[src/rtl/hazard_scoreboard.sv]
// Hazard scoreboard: tracks in-flight register writes and MDU occupancy and raises the ID stall.
// Optional stall-cycle performance counter enabled by defining HAZARD_PERF_EN.
module hazard_scoreboard #(
    parameter int unsigned MULT_CYCLES = 4,
    parameter int unsigned DIV_CYCLES  = 32
) (
    input  logic        clk,
    input  logic        reset,
    input  logic        id_valid,
    input  logic        flush,
    input  logic [4:0]  id_rs,
    input  logic [4:0]  id_rt,
    input  logic        id_rs_used,
    input  logic        id_rt_used,
    input  logic        id_branch,
    input  logic        id_reg_write,
    input  logic [4:0]  id_rd,
    input  logic        id_is_load,
    input  logic        id_mdu_start,
    input  logic        id_mdu_div,
    input  logic        id_uses_hilo,
    output logic        stall,
    output logic        mdu_busy,
    output logic        mdu_done,
    output logic [31:0] stall_count
);

    localparam int unsigned CNT_W = 6;

    logic [31:0][1:0]  r_age;
    logic [31:0]       r_ld;
    logic [CNT_W-1:0]  r_mdu_cnt;

    logic w_issue;
    logic w_rs_hz;
    logic w_rt_hz;
    logic w_hilo_hz;
    logic w_stall;
    logic w_busy;
    logic w_done;

    // Forwarding window per source: age 1 = EX, 2 = MEM, 3 = WB (always forwardable).
    function automatic logic src_hazard(input logic used, input logic [1:0] age,
                                        input logic ld, input logic br, input logic [4:0] s);
        logic hz;
        hz = 1'b0;
        if (used && s != 5'd0) begin
            if (br)
                hz = (age == 2'd1) || (ld && age == 2'd2);
            else
                hz = ld && (age == 2'd1);
        end
        return hz;
    endfunction

    always_comb begin
        w_busy    = (r_mdu_cnt != '0);
        w_done    = (r_mdu_cnt == CNT_W'(1));
        w_rs_hz   = src_hazard(id_rs_used, r_age[id_rs], r_ld[id_rs], id_branch, id_rs);
        w_rt_hz   = src_hazard(id_rt_used, r_age[id_rt], r_ld[id_rt], id_branch, id_rt);
        // HI/LO are written at the edge ending the done cycle, so that cycle may proceed.
        w_hilo_hz = id_uses_hilo && w_busy && !w_done;
        w_stall   = id_valid && !flush && (w_rs_hz || w_rt_hz || w_hilo_hz);
        w_issue   = id_valid && !flush && !w_stall;
    end

    always_ff @(posedge clk) begin
        if (reset) begin
            r_age     <= '0;
            r_ld      <= '0;
            r_mdu_cnt <= '0;
        end else begin
            for (int unsigned i = 1; i < 32; i++) begin
                if (r_age[i] != 2'd0)
                    r_age[i] <= r_age[i] + 2'd1;
            end
            if (w_issue && id_reg_write && id_rd != 5'd0) begin
                r_age[id_rd] <= 2'd1;
                r_ld[id_rd]  <= id_is_load;
            end
            if (w_issue && id_mdu_start)
                r_mdu_cnt <= id_mdu_div ? CNT_W'(DIV_CYCLES) : CNT_W'(MULT_CYCLES);
            else if (w_busy)
                r_mdu_cnt <= r_mdu_cnt - CNT_W'(1);
        end
    end

`ifdef HAZARD_PERF_EN
    logic [31:0] r_stall_count;

    always_ff @(posedge clk) begin
        if (reset)
            r_stall_count <= '0;
        else if (w_stall && r_stall_count != '1)
            r_stall_count <= r_stall_count + 32'd1;
    end

    assign stall_count = r_stall_count;
`else
    assign stall_count = '0;
`endif

    assign stall    = w_stall;
    assign mdu_busy = w_busy;
    assign mdu_done = w_done;

endmodule

[config.mk]
export PLATFORM = sky130hd
export DESIGN_NAME = hazard_scoreboard
export DESIGN_NICKNAME = d
export VERILOG_FILES = /design/src/rtl/hazard_scoreboard.sv
export SDC_FILE = /design/constraint.sdc
export NUM_CORES = 1
export LEC_CHECK = 0
export ABC_CLOCK_PERIOD_IN_PS = 9860
export BUFFER_PORTS_ARGS = -buffer_cell sky130_fd_sc_hd__clkbuf_2
export CELL_PAD_IN_SITES_DETAIL_PLACEMENT = 1
export CELL_PAD_IN_SITES_GLOBAL_PLACEMENT = 2
export CORE_MARGIN = 10
export CORE_UTILIZATION = 41
export DETAILED_ROUTE_END_ITERATION = 8
export HOLD_SLACK_MARGIN = 0.02
export PLACE_DENSITY_LB_ADDON = 0.08
export SYNTH_ARGS = -nofsm -noshare
export SYNTH_HDL_FRONTEND = slang
export SYNTH_SLANG_ARGS = --single-unit
[constraint.sdc]
create_clock -name clk -period 9.86 [get_ports clk]
set_input_delay 0.986 -clock clk [delete_from_list [all_inputs] [get_ports clk]]
set_output_delay 0.986 -clock clk [all_outputs]
set_load 0.02 [all_outputs]
## Yosys cells after proc, flatten, opt, wreduce, memory -nomap -nowiden

Index checks and enable logic that the tools add are counted.

| storage, ports and cells | value |
|---|---|
| output and inout bits | 35 |
| bits of input ports | 27 |
| register bits after elaboration | 102 |
| word-level logic and storage cells | 219 |

| operators by class | value |
|---|---|
| multiplexer cells | 83 |
| add/subtract/negate cells | 32 |
| order comparisons | 4 |
| equal/unequal tests | 5 |
| bitwise logic cells | 3 |
| reductions and logical operators | 58 |

Operator list:

| operator | count |
|---|---|
| 2-to-1 mux 2 bit | 65 |
| 2-to-1 mux 64 bit | 1 |
| nonzero test 2 bit | 32 |
| adder 2 x 1 -> 2 bit, second input constant | 31 |
| AND 32 bit | 1 |
| bitwise mux 32 bit | 1 |
| inverter 32 bit | 1 |
| bitwise OR 32 bit | 1 |
| binary-select mux 2 bit (select 5 bit) | 2 |
| less-than comparator 5 x 6 -> 1 bit, second input constant | 3 |
| 2-to-1 mux 6 bit | 3 |
| logical AND 1 bit | 15 |
| nonzero test 5 bit | 3 |
| binary-select mux 1 bit (select 5 bit) | 2 |
| demux 2 bit (select 5 bit) | 1 |
| 2-to-1 mux 1 bit | 7 |
| == test 6 x 1 -> 1 bit, second input constant | 1 |
| nonzero test 6 bit | 1 |
| subtractor 6 x 1 -> 6 bit, second input constant | 1 |
| demux 1 bit (select 5 bit) | 1 |
| >= comparator 5 x 1 -> 1 bit, second input constant | 1 |
| == test 2 x 1 -> 1 bit, second input constant | 2 |
| == test 2 bit, second input constant | 2 |
| logical OR 1 bit | 4 |
| logical NOT 1 bit | 3 |

## Longest topological paths before layout

| depth | value |
|---|---|
| word-level depth | 15 |
| gate-level depth with buffers | 14 |
| gate-level depth less buffers | 9 |

## Least setup slack after synthesis

OpenSTA, ideal clock, no wires.

| timing | value |
|---|---|
| path kind | input to output |
| start point | input id_rs[1] |
| end point | output stall |
| arrival time | 3,526 ps |
| stages on the path | 10 |
| required time | 8,874 ps |
| buffers on the path | 3 |
| setup slack | 5,348 ps |
| cell sequence | clkbuf_1 buf_1 mux4_2 a311o_1 o22a_1 nor2_1 and2_1 o21ai_2 buf_2 a21boi_0 |

| on the way | value |
|---|---|
| word-level cells in the longest chain between the ends | 10 |
| elaborated cells on any way between the ends | 16 |
| those cells by class | eq/ne: 2; mux: 6; reduce/logical: 8 |

RTL lines:

| item | line | text |
|---|---|---|
| from (decl) | 11 | `input logic [4:0] id_rs,` |
| binary-select mux 2 bit (select 5 bit) | 59 | `w_rs_hz = src_hazard(id_rs_used, r_age[id_rs], r_ld[id_rs], id_branch, id_rs);` |
| 2-to-1 mux 2 bit (implied by the code) | 59 |  |
| == test 2 bit | 49 | `hz = (age == 2'd1) \|\| (ld && age == 2'd2);` |
| logical AND 1 bit | 49 |  |
| logical OR 1 bit | 49 |  |
| 2-to-1 mux 1 bit | 48 | `if (br)` |
| 2-to-1 mux 1 bit (*) | 47 | `if (used && s != 5'd0) begin` |
| logical OR 1 bit (*) (2 in series) | 63 | `w_stall = id_valid && !flush && (w_rs_hz \|\| w_rt_hz \|\| w_hilo_hz);` |
| logical AND 1 bit (*) | 63 |  |
| to (decl) | 22 | `output logic stall,` |

Mark *: on every way between the ends. The rest lies on a longest branch, timed or not. The select of a mux whose other input is x is not followed.

## Worst setup path in the final report

| timing | value |
|---|---|
| start point | input id_rt[0] |
| end point | output stall |

| on the way | value |
|---|---|
| word-level cells in the longest chain between the ends | 10 |
| elaborated cells on any way between the ends | 16 |
| those cells by class | eq/ne: 2; mux: 6; reduce/logical: 8 |

RTL lines:

| item | line | text |
|---|---|---|
| from (decl) | 12 | `input logic [4:0] id_rt,` |
| binary-select mux 2 bit (select 5 bit) | 60 | `w_rt_hz = src_hazard(id_rt_used, r_age[id_rt], r_ld[id_rt], id_branch, id_rt);` |
| 2-to-1 mux 2 bit (implied by the code) | 60 |  |
| == test 2 bit | 49 |  |
| logical AND 1 bit | 49 |  |
| logical OR 1 bit | 49 |  |
| 2-to-1 mux 1 bit | 48 |  |
| 2-to-1 mux 1 bit (*) | 47 |  |
| logical OR 1 bit (*) (2 in series) | 63 |  |
| logical AND 1 bit (*) | 63 |  |

Marks and branches as above.

==> flow_summary_export.csv <==
group,metric,value,unit
layout,final_area,6624,um2
status,run_status,"complete, no violations",
placement,place_ws,4.670,ns
layout,final_util,0.4390,
cts,clkSinkCount,102,
synthesis,yosysWarnings,0,
timing,slew-limit-headroom,0.2856,
cts,clockRootBuffer,"clkbuf_16",
synthesis,synth_area,6264,um2
cts,ctsHoldBuffers,0,
synthesis,syn_area_per_cell,9.321,um2
setup_path,path_max_fanout,53,
timing,tightest_slew,1.072,ns
grt,overflow,0,
timing,tns,0,ns
floorplanning,die-height,143.6,um
floorplanning,coreArea,15090,um2
pwr,internal-power,678.7,uW
timing,hold_violations,0,
timing,final-setup-viol-count,0,
cts,cts_setup_buffers,0,
floorplanning,start_util,0.4151,
cts,clkLatencyLatePin,0.36,ns
pwr,comb_power_share,0.205,
setup_path,critPathTopFamily,"simple AND/OR/NAND/NOR gates",
setup_path,critical_path.slowest_cell,"buf_4",
synthesis,synth_largest_area_cell,"dfxtp_1",
pwr,peakVddDrop,0.1014,mV
setup_path,reg2reg_slack,6.31,ns
synthesis,synthArstFlopShare,0,
layout,area_growth,5.753,%
setup_path,crit_required,8.87,ns
floorplanning,io_pins,62,
pwr,pwr-share-seq,0.440,
grt,grt_pass1_wl,28.70,mm
timing,fin_hold_ws,0.4845,ns
timing,fin_crit_sh,0.5302,
synthesis,ys_top_cells_by_count,"dfxtp_1, mux2i_1, inv_1",
drt,drt-initial-drc-count,270,
job,cap_violations,0,
placement,placed_cell_area,6337,um2
drt,wire_per_inst,20.75,um
setup_path,slowest_delay,0.64,ns
floorplanning,dieArea,20620,um2
timing,setup_ws,4.632,ns
synthesis,seq_area_frac_synth,0.3260,
pwr,switching_share,0.3140,
synthesis,syn_inst,672,
layout,drive_above_1_share,0.1165,
timing,fin_skew,0.009967,ns
setup_path,critPathBufInv,3,
layout,nets,733,
pwr,leakagePower,0.002668,uW
grt,grt_pass1_vias,5204,
placement,gp_congestion,0.8199,
floorplanning,core.rowCount,45,
setup_path,cp-start-kind,"primary input",
pwr,power.switching,310.6,uW
timing,fin_crit,5.228,ns
timing,max_freq,191.3,MHz
layout,antenna-diode-count,0,
grt,antenna_found_initial,0,
synthesis,synth_cell_types,57,
grt,grt_max_degree,71,
setup_path,r2r-start,"r_ld[29]$_SDFFE_PP0P_",
synthesis,synth_ff_type,"dfxtp_1",
setup_path,worstSetupEndpointType,"primary output",
drt,drt-pass1-iter-count,4,
cts,cts_made_buffers,9,
setup_path,cp.arrival,4.24,ns
hold_path,min_to,"r_age[1]$_SDFFE_PP0P_",
synthesis,yosys-top-cells-area,"dfxtp_1, mux2i_1, ha_1",
synthesis,synth_top_area_share,0.3260,
placement,hpwl,13.43,mm
drt,avgViaCountPerCell,5.591,
cts,clkTransAtPathRegs,0.07,ns
floorplanning,fp.dieW,143.6,um
cts,clockBufferDepth,2,
hold_path,holdPathStages,1,
drt,post-route-drc-count,0,
setup_path,ff2ff_path_depth,10,
pwr,p_clk_frac,0.355,
drt,drt-total-wl,17.97,mm
drt,drtAntennaViolNets,0,
cts,cts_resized,0,
setup_path,rr_endpoint,"r_mdu_cnt[5]$_SDFFE_PP0P_",
hold_path,hp-start,"r_age[1]$_SDFFE_PP0P_",
setup_path,path_class,"primary input to primary output",
placement,port_buffers,29,
drt,via_count,4842,
synthesis,post-synth-top-count-cell,"dfxtp_1",
synthesis,ys_ff_latch,102,
cts,cts_tree,"done",
timing,rsz0062_at_grt,"false",
setup_path,worstPathCellList,"clkbuf_2 > buf_4 > mux2i_1 > a22oi_1 > nand2_1 > o22ai_1 > nor2_1 > or4b_1 > and3_1 > a21boi_0 > clkbuf_2",
grt,grt_use_total,0.1805,
timing,maxSlewViolCount,0,
cts,cts_max_level,3,
synthesis,synth_enable_flop_cells,0,
hold_path,hold_class,"flop to flop",
setup_path,crit_top_cell,"clkbuf_2",
pwr,powerDensity,149.4,nW/um2
[worst max path at each step]
stage             start     to  slack (ns)  cells past startpoint
2_1_floorplan  id_rs[1]  stall        5.35                     10
3_3_place_gp   id_rt[1]  stall        4.71                     10
3_5_place_dp   id_rt[0]  stall        4.67                     11
4_1_cts        id_rt[0]  stall        4.64                     11
5_1_grt        id_rt[0]  stall        4.40                     11
6_report       id_rt[0]  stall        4.63                     11
[power by group through the flow]
stage | clock [uW] | combinational [uW] | sequential, uW
2_1_floorplan | 0 | 169 | 442
3_3_place_gp | 0 | 199 | 445
3_5_place_dp | 0 | 202 | 445
4_1_cts | 360 | 204 | 436
5_1_grt | 379 | 225 | 438
6_report | 351 | 203 | 436
[stage by stage]
stage               power (uW)  cells
CTS                      999.8    866
global route              1042    866
detailed placement       647.4    850
global placement         644.2    850
finish                   989.3    866
floorplan                611.0    703
[cell type report]
cell class / instances / area, um2
fill: 1780 / 8466
multi-input combinational: 459 / 3622
sequential: 102 / 2042
clock buffer: 12 / 256.5
inverter: 66 / 247.7
tap: 188 / 235.2
timing repair buffer: 35 / 190.2
clock inverter: 4 / 30.03
[flip-flops by register name, summed over array words and instances (netlist names)]
| signal | cells |
|---|---|
| r_ld | 32 |
| r_age | 64 |
| r_mdu_cnt | 6 |
[cell usage in the layout, fill, tap and decap left out, types with 2 or more instances in the layout]
cell / netlist / layout
nand3b_1: 2 / 2
or2_2: 3 / 3
nor2_1: 17 / 17
ha_1: 33 / 33
nor3_1: 9 / 9
nor4_1: 3 / 3
nand2b_1: 39 / 39
conb_1: 1 / 32
or3_1: 3 / 3
a21oi_1: 41 / 41
nor3b_1: 31 / 31
o211ai_1: 4 / 4
nand3_1: 11 / 11
o22a_1: 2 / 2
clkbuf_2: 0 / 28
mux2i_1: 91 / 91
and3b_1: 2 / 2
nand4_1: 27 / 27
buf_4: 36 / 6
clkbuf_8: 0 / 2
mux2_1: 2 / 2
a22oi_1: 18 / 18
inv_1: 66 / 66
o21ai_0: 3 / 3
and3_1: 3 / 3
mux4_2: 16 / 16
clkbuf_16: 0 / 9
dfxtp_1: 102 / 102
nand2_1: 18 / 18
o221ai_1: 3 / 3
nor2b_1: 10 / 10
o22ai_1: 4 / 4
and2_1: 4 / 4
mux2_2: 6 / 6
[metal layers]
metal	wire, um	up-vias	track usage
li1	-	2315	-
met1	7902	2429	0.2196
met2	9057	79	0.3124
met3	762	19	0.04224
met4	246	0	0.04621
met5	0	-	0
[cell families (layout without fill, tap and decap cells)]
kind of cell	after synthesis	count (layout)	synth area share
adders and majority gates	33	33	0.06592
buffers and inverters	142	117	0.1143
AOI/OAI and AO/OA	90	90	0.09489
other	1	32	0.0005987
muxes	115	115	0.2173
and+or+nand+nor	187	187	0.1782
DFF	102	102	0.3260
xor gates and xnor gates	2	2	0.002797
Power figures use the tool's default switching activity.
